**config.mk**
```make
export PLATFORM = sky130hd
export DESIGN_NAME = usb_token_rx_ctrl
export DESIGN_NICKNAME = d
export VERILOG_FILES = /design/src/rtl/usb_token_rx_ctrl.sv
export SDC_FILE = /design/constraint.sdc
export NUM_CORES = 1
export LEC_CHECK = 0
export CAP_MARGIN = 10
export CORE_ASPECT_RATIO = 1.2
export CORE_MARGIN = 4
export CORE_UTILIZATION = 30
export CTS_CLUSTER_SIZE = 30
export DETAILED_ROUTE_END_ITERATION = 12
export GPL_ROUTABILITY_DRIVEN = 0
export PLACE_DENSITY = 0.51
export SLEW_MARGIN = 20
export SYNTH_ARGS = -nofsm -noshare
export SYNTH_HDL_FRONTEND = slang
export SYNTH_SLANG_ARGS = --single-unit
```
**constraint.sdc**
```tcl
create_clock -name clk -period 2.9 [get_ports clk]
set_clock_uncertainty 0.05 [all_clocks]
set_input_delay 0.58 -clock clk [delete_from_list [all_inputs] [get_ports clk]]
set_output_delay 0.58 -clock clk [all_outputs]
set_load 0.01 [all_outputs]
```
**src/rtl/usb_token_rx_ctrl.sv**
```systemverilog
// USB token receiver: collects the 16-bit token body (addr, endp, CRC-5) and reports good/bad.
// Optional address filter is enabled by defining USB_TOKEN_ADDR_FILTER_EN.
module usb_token_rx_ctrl #(
  parameter int IDLE_TIMEOUT = 255
) (
  input  logic       clk,
  input  logic       rst,
  input  logic       packet_start,
  input  logic       shift_enable,
  input  logic       rx_bit,
  input  logic       eop,
  input  logic [6:0] dev_addr,
  output logic [6:0] addr,
  output logic [3:0] endp,
  output logic       token_valid,
  output logic       crc_error,
  output logic       busy
);

  typedef enum logic [1:0] {
    IDLE     = 2'd0,
    SHIFT    = 2'd1,
    WAIT_EOP = 2'd2,
    REPORT   = 2'd3
  } state_t;

  localparam logic [4:0] CRC_SEED     = 5'b11111;
  localparam logic [4:0] CRC_RESIDUAL = 5'b01100;
  localparam logic [4:0] LAST_BIT     = 5'd15;
  localparam logic [9:0] TMO_LIMIT    = 10'(IDLE_TIMEOUT);

  // Serial CRC-5 step, polynomial x^5 + x^2 + 1.
  function automatic logic [4:0] crc5_next(input logic [4:0] crc, input logic din);
    logic inv;
    inv = din ^ crc[4];
    return {crc[3], crc[2], crc[1] ^ inv, crc[0], inv};
  endfunction

  state_t      state_r;
  state_t      state_nx_s;
  logic [4:0]  crc_r;
  logic [4:0]  bit_cnt_r;
  logic [9:0]  tmo_cnt_r;
  logic [15:0] cap_r;
  logic        accept_s;
  logic        good_s;
  logic        err_s;
  logic        tmo_expire_s;
  logic        addr_match_s;
  logic        field_unused_s;

`ifdef USB_TOKEN_ADDR_FILTER_EN
  assign addr_match_s   = (cap_r[6:0] == dev_addr);
  assign field_unused_s = ^cap_r[15:11];
`else
  assign addr_match_s   = 1'b1;
  assign field_unused_s = ^{dev_addr, cap_r[15:11]};
`endif

  assign tmo_expire_s = ((tmo_cnt_r + 10'd1) == TMO_LIMIT);

  // Next-state decode; packet_start overrides everything, eop beats a coincident bit.
  always_comb begin
    state_nx_s = state_r;
    accept_s   = 1'b0;
    good_s     = 1'b0;
    err_s      = 1'b0;
    if (packet_start) begin
      state_nx_s = SHIFT;
    end else begin
      case (state_r)
        IDLE: begin
          state_nx_s = IDLE;
        end
        SHIFT: begin
          if (eop) begin
            state_nx_s = REPORT;
            err_s      = 1'b1;
          end else if (shift_enable) begin
            accept_s = 1'b1;
            if (bit_cnt_r == LAST_BIT) begin
              state_nx_s = WAIT_EOP;
            end else begin
              state_nx_s = SHIFT;
            end
          end else if (tmo_expire_s) begin
            state_nx_s = IDLE;
          end else begin
            state_nx_s = SHIFT;
          end
        end
        WAIT_EOP: begin
          if (eop) begin
            if (crc_r != CRC_RESIDUAL) begin
              state_nx_s = REPORT;
              err_s      = 1'b1;
            end else if (addr_match_s) begin
              state_nx_s = REPORT;
              good_s     = 1'b1;
            end else begin
              state_nx_s = IDLE;
            end
          end else if (shift_enable) begin
            state_nx_s = REPORT;
            err_s      = 1'b1;
          end else if (tmo_expire_s) begin
            state_nx_s = IDLE;
          end else begin
            state_nx_s = WAIT_EOP;
          end
        end
        REPORT: begin
          state_nx_s = IDLE;
        end
        default: begin
          state_nx_s = IDLE;
        end
      endcase
    end
  end

  // State register.
  always_ff @(posedge clk or posedge rst) begin
    if (rst) begin
      state_r <= IDLE;
    end else begin
      state_r <= state_nx_s;
    end
  end

  // CRC, bit/idle counters and the LSB-first capture shift register.
  always_ff @(posedge clk or posedge rst) begin
    if (rst) begin
      crc_r     <= CRC_SEED;
      bit_cnt_r <= 5'd0;
      tmo_cnt_r <= 10'd0;
      cap_r     <= 16'd0;
    end else if (packet_start) begin
      crc_r     <= CRC_SEED;
      bit_cnt_r <= 5'd0;
      tmo_cnt_r <= 10'd0;
      cap_r     <= 16'd0;
    end else if (accept_s) begin
      crc_r     <= crc5_next(crc_r, rx_bit);
      bit_cnt_r <= bit_cnt_r + 5'd1;
      tmo_cnt_r <= 10'd0;
      cap_r     <= {rx_bit, cap_r[15:1]};
    end else if ((state_r == SHIFT) || (state_r == WAIT_EOP)) begin
      tmo_cnt_r <= tmo_cnt_r + 10'd1;
    end else begin
      tmo_cnt_r <= 10'd0;
    end
  end

  // Registered outputs: pulses are high during REPORT; addr/endp load only on a good token.
  always_ff @(posedge clk or posedge rst) begin
    if (rst) begin
      token_valid <= 1'b0;
      crc_error   <= 1'b0;
      addr        <= 7'd0;
      endp        <= 4'd0;
      busy        <= 1'b0;
    end else begin
      token_valid <= good_s;
      crc_error   <= err_s;
      busy        <= (state_nx_s != IDLE);
      if (good_s) begin
        addr <= cap_r[6:0];
        endp <= cap_r[10:7];
      end
    end
  end

endmodule
```
==> metrics <==
root buffer cell clkbuf_8; Worst Path Buf+Inv 0; Finished Layout Cells around 350; CTS Hold Bufs 0; vias in the first global route 1644; gr busiest metal met2; Ys Warns 0; CP Data Arrival Time ~2500 ps; RSZ-0062 raised after global routing false; DP Worst Slack 410 ps; Post-Synth Simple-Gate Area 19.3%; PortBufs 19; initial antenna violation count 0; Cell Chain, Critical Path ha_1 -> nand4_1 -> or4b_1 -> a311oi_2 -> a21oi_1 -> a311o_1; Post-Synthesis Cell Area 0.00238 mm^2; CP Class reg -> reg; worst endpoint required time 3030 ps; Max VDD drop 224 uV; syn_nets around 250; top_reg_cell synth dfrtp_1; pwr dens about 480 mW/mm^2; Ports 27; hold slack between 400 and 500 ps; gr usage total around a tenth; Post-synth EDFFs 0; Diodes inserted 0; Final Max Tran Viols 0; FFs w/ async S/R, synth 100%; status finished clean; mean area per synthesized cell 10.2 um^2; setup slack after layout 566 ps; Slew Limit Headroom 66.4%; Crit path max-delay family compound AO/OA/AOI/OAI gates; Seq pwr share 58.2%; Min-Delay Endpoint crc_r[2]; Fillers around 810; CTS tree yes; sequential element share of the synthesized area 55.0%; Placed Instances between 300 and 400; number of remaining DRC errors 0; met1 Resource Use GR 14.4%; Worst-Margin Slew 504 ps; area of the core 0.00771 mm^2; logic gate share of total power 11.0%; Sw Share 26.0%; final hold viol count 0; Largest stage delay, worst path 500 ps; area grow syn2layout 16.6%; top post-synthesis cells by area dfrtp_1, nand2_1, dfstp_2; Detailed Place HPWL about 3.1 mm; Seq cells post-synth 52; Hold Path Cell Cnt 2; reg2reg start tmo_cnt_r[0]; Hold WC Path Type reg -> reg; beginning of the worst hold path crc_r[2]; Clock power frac 30.8%; CTS buffer count 5; Worst setup EP type flop; nets 275; H-tree depth 2; mux cell area share after synthesis 5.21%; first-pass GRT wire length 7.88 mm; CTS sink cnt 52; Iteration-0 DRC Markers between 60 and 70; # resized after CTS 0; setup TNS 0 ps; CTS max path bufs 2; Clock transition at path regs around 90 ps; R2R setup slack 570 ps; R2R cell count 6; count of cell types in the netlist 41; largest family of logic cells by synthesized area simple AND/OR/NAND/NOR gates; final cycle utilization of the critical path 80.5%; worst-path maximum fanout 6; Via-to-Cell Ratio approximately 4.8; synth cell count leaders dfrtp_1, nand2_1, a21oi_1; clk_lat worst skew 300 ps; fin crit period roughly 2300 ps; Switch Pwr between 300 and 400 uW; R2R Path End busy; xor/xnor share of the synthesized area just over 4%; routing usage on met3 2.35%; Post-Syn Instances 233; Startpoint Class flop; Highest Clock Rate 0.428 GHz; Synth Area in Adders 3.69%; WL per Instance 13.1 um; Initial Util 30.8%; die height 105 um; post-route antenna net violation count 0; Crit path depth 6; LEAKAGE approximately 0.0012 uW; Max-Cap Viols 0; final setup violating endpoints 0; vias between 1500 and 2000; Congestion Overflow GR 0; Pint 976 uW; crit path max-delay cell type or4b_1; FP Rows 35; post-CTS setup buffers 0; pin count of the biggest net entering global routing 31; Synth area leader dfrtp_1; layout cell share with drive strength beyond 1 14.5%; compound-cell area share of the yosys netlist a little under a tenth; Yosys top cell area share 49.5%; Die X 89.2 um; TritonRoute pass-1 iters 4; die area 0.00941 mm^2; final WL between 4 and 5 mm; met2 usage 16.2%
-- placed cells by master (no fill, tap or decap), types with 3 or more instances in the layout --
| cell | netlist | layout |
|---|---|---|
| nor3_1 | 3 | 3 |
| xnor2_1 | 7 | 7 |
| dfrtp_1 | 47 | 47 |
| clkdlybuf4s50_1 | 0 | 19 |
| nor2_1 | 20 | 20 |
| nand2_1 | 47 | 47 |
| dfstp_2 | 5 | 5 |
| nand3_1 | 5 | 5 |
| ha_1 | 7 | 7 |
| a21oi_1 | 21 | 21 |
| mux2_2 | 11 | 11 |
| inv_1 | 9 | 8 |
| xor2_1 | 4 | 4 |
| buf_4 | 1 | 6 |
| nand3b_1 | 3 | 3 |
| clkbuf_8 | 0 | 5 |
-- metal layers --
metal	routed length, um	up-vias
li1	-	831
met1	2170	813
met2	2160	20
met3	140	5
met4	86	0
met5	0	-
-- layout make-up --
class	instances	area, um^2	area share, %
inverter	9	33.8	1.22
clock buffer	6	72.6	2.62
clock inverter	2	12.5	0.452
sequential	52	1310	47.2
multi-input combinational	162	993	35.9
timing repair buffer	25	235	8.49
tap	92	115	4.16
-- sequential cells by signal, summed over array words and instances, names as in the netlist --
register / count
crc_error: 1
token_valid: 1
state_r: 2
cap_r: 16
crc_r: 5
bit_cnt_r: 5
endp: 4
addr: 7
tmo_cnt_r: 10
busy: 1
-- how the worst max path moves through the flow --
| stage | from | endpoint | slack (ps) |
|---|---|---|---|
| 3_3_place_gp | eop | endp[2] | 420 |
| 2_1_floorplan | tmo_cnt_r[0] | busy | 810 |
| 5_1_grt | tmo_cnt_r[0] | busy | 440 |
| 4_1_cts | tmo_cnt_r[0] | busy | 530 |
| 6_report | tmo_cnt_r[0] | busy | 570 |
| 3_5_place_dp | eop | endp[3] | 410 |
-- power groups by stage --
| stage | Clock, uW | Sequential (uW) | Combinational [uW] |
|---|---|---|---|
| 4_1_cts | 426 | 768 | 149 |
| 3_3_place_gp | 0 | 781 | 148 |
| 6_report | 406 | 767 | 145 |
| 2_1_floorplan | 0 | 780 | 98.9 |
| 3_5_place_dp | 0 | 782 | 148 |
| 5_1_grt | 466 | 771 | 170 |
-- tightest hold or removal path: stages (launching register included) --
cell	delay (ps)
dfstp_2	390
nand2_1	50
nand3b_1	70
-- kinds of logic (layout without fill, tap and decap cells) --
family,after synthesis,after routing
flip-flops,52,52
AND/OR/NAND/NOR,98,98
XOR/XNOR,11,11
adder cells (fa/ha/maj),7,7
multiplexers,11,11
AO/OA/AOI/OAI,35,35
buffers and inverters,19,42
-- stage by stage --
stage / util, % / power (uW) / instance area [um^2]
finish: 35.9 / 1320 / 2770
global route: 35.9 / 1410 / 2770
CTS: 35.9 / 1340 / 2770
detailed placement: 34.8 / 930 / 2690
global placement: 34.8 / 929 / 2690
floorplan: - / 878 / 2380
Note: power is estimated with default switching activity, not from simulation.
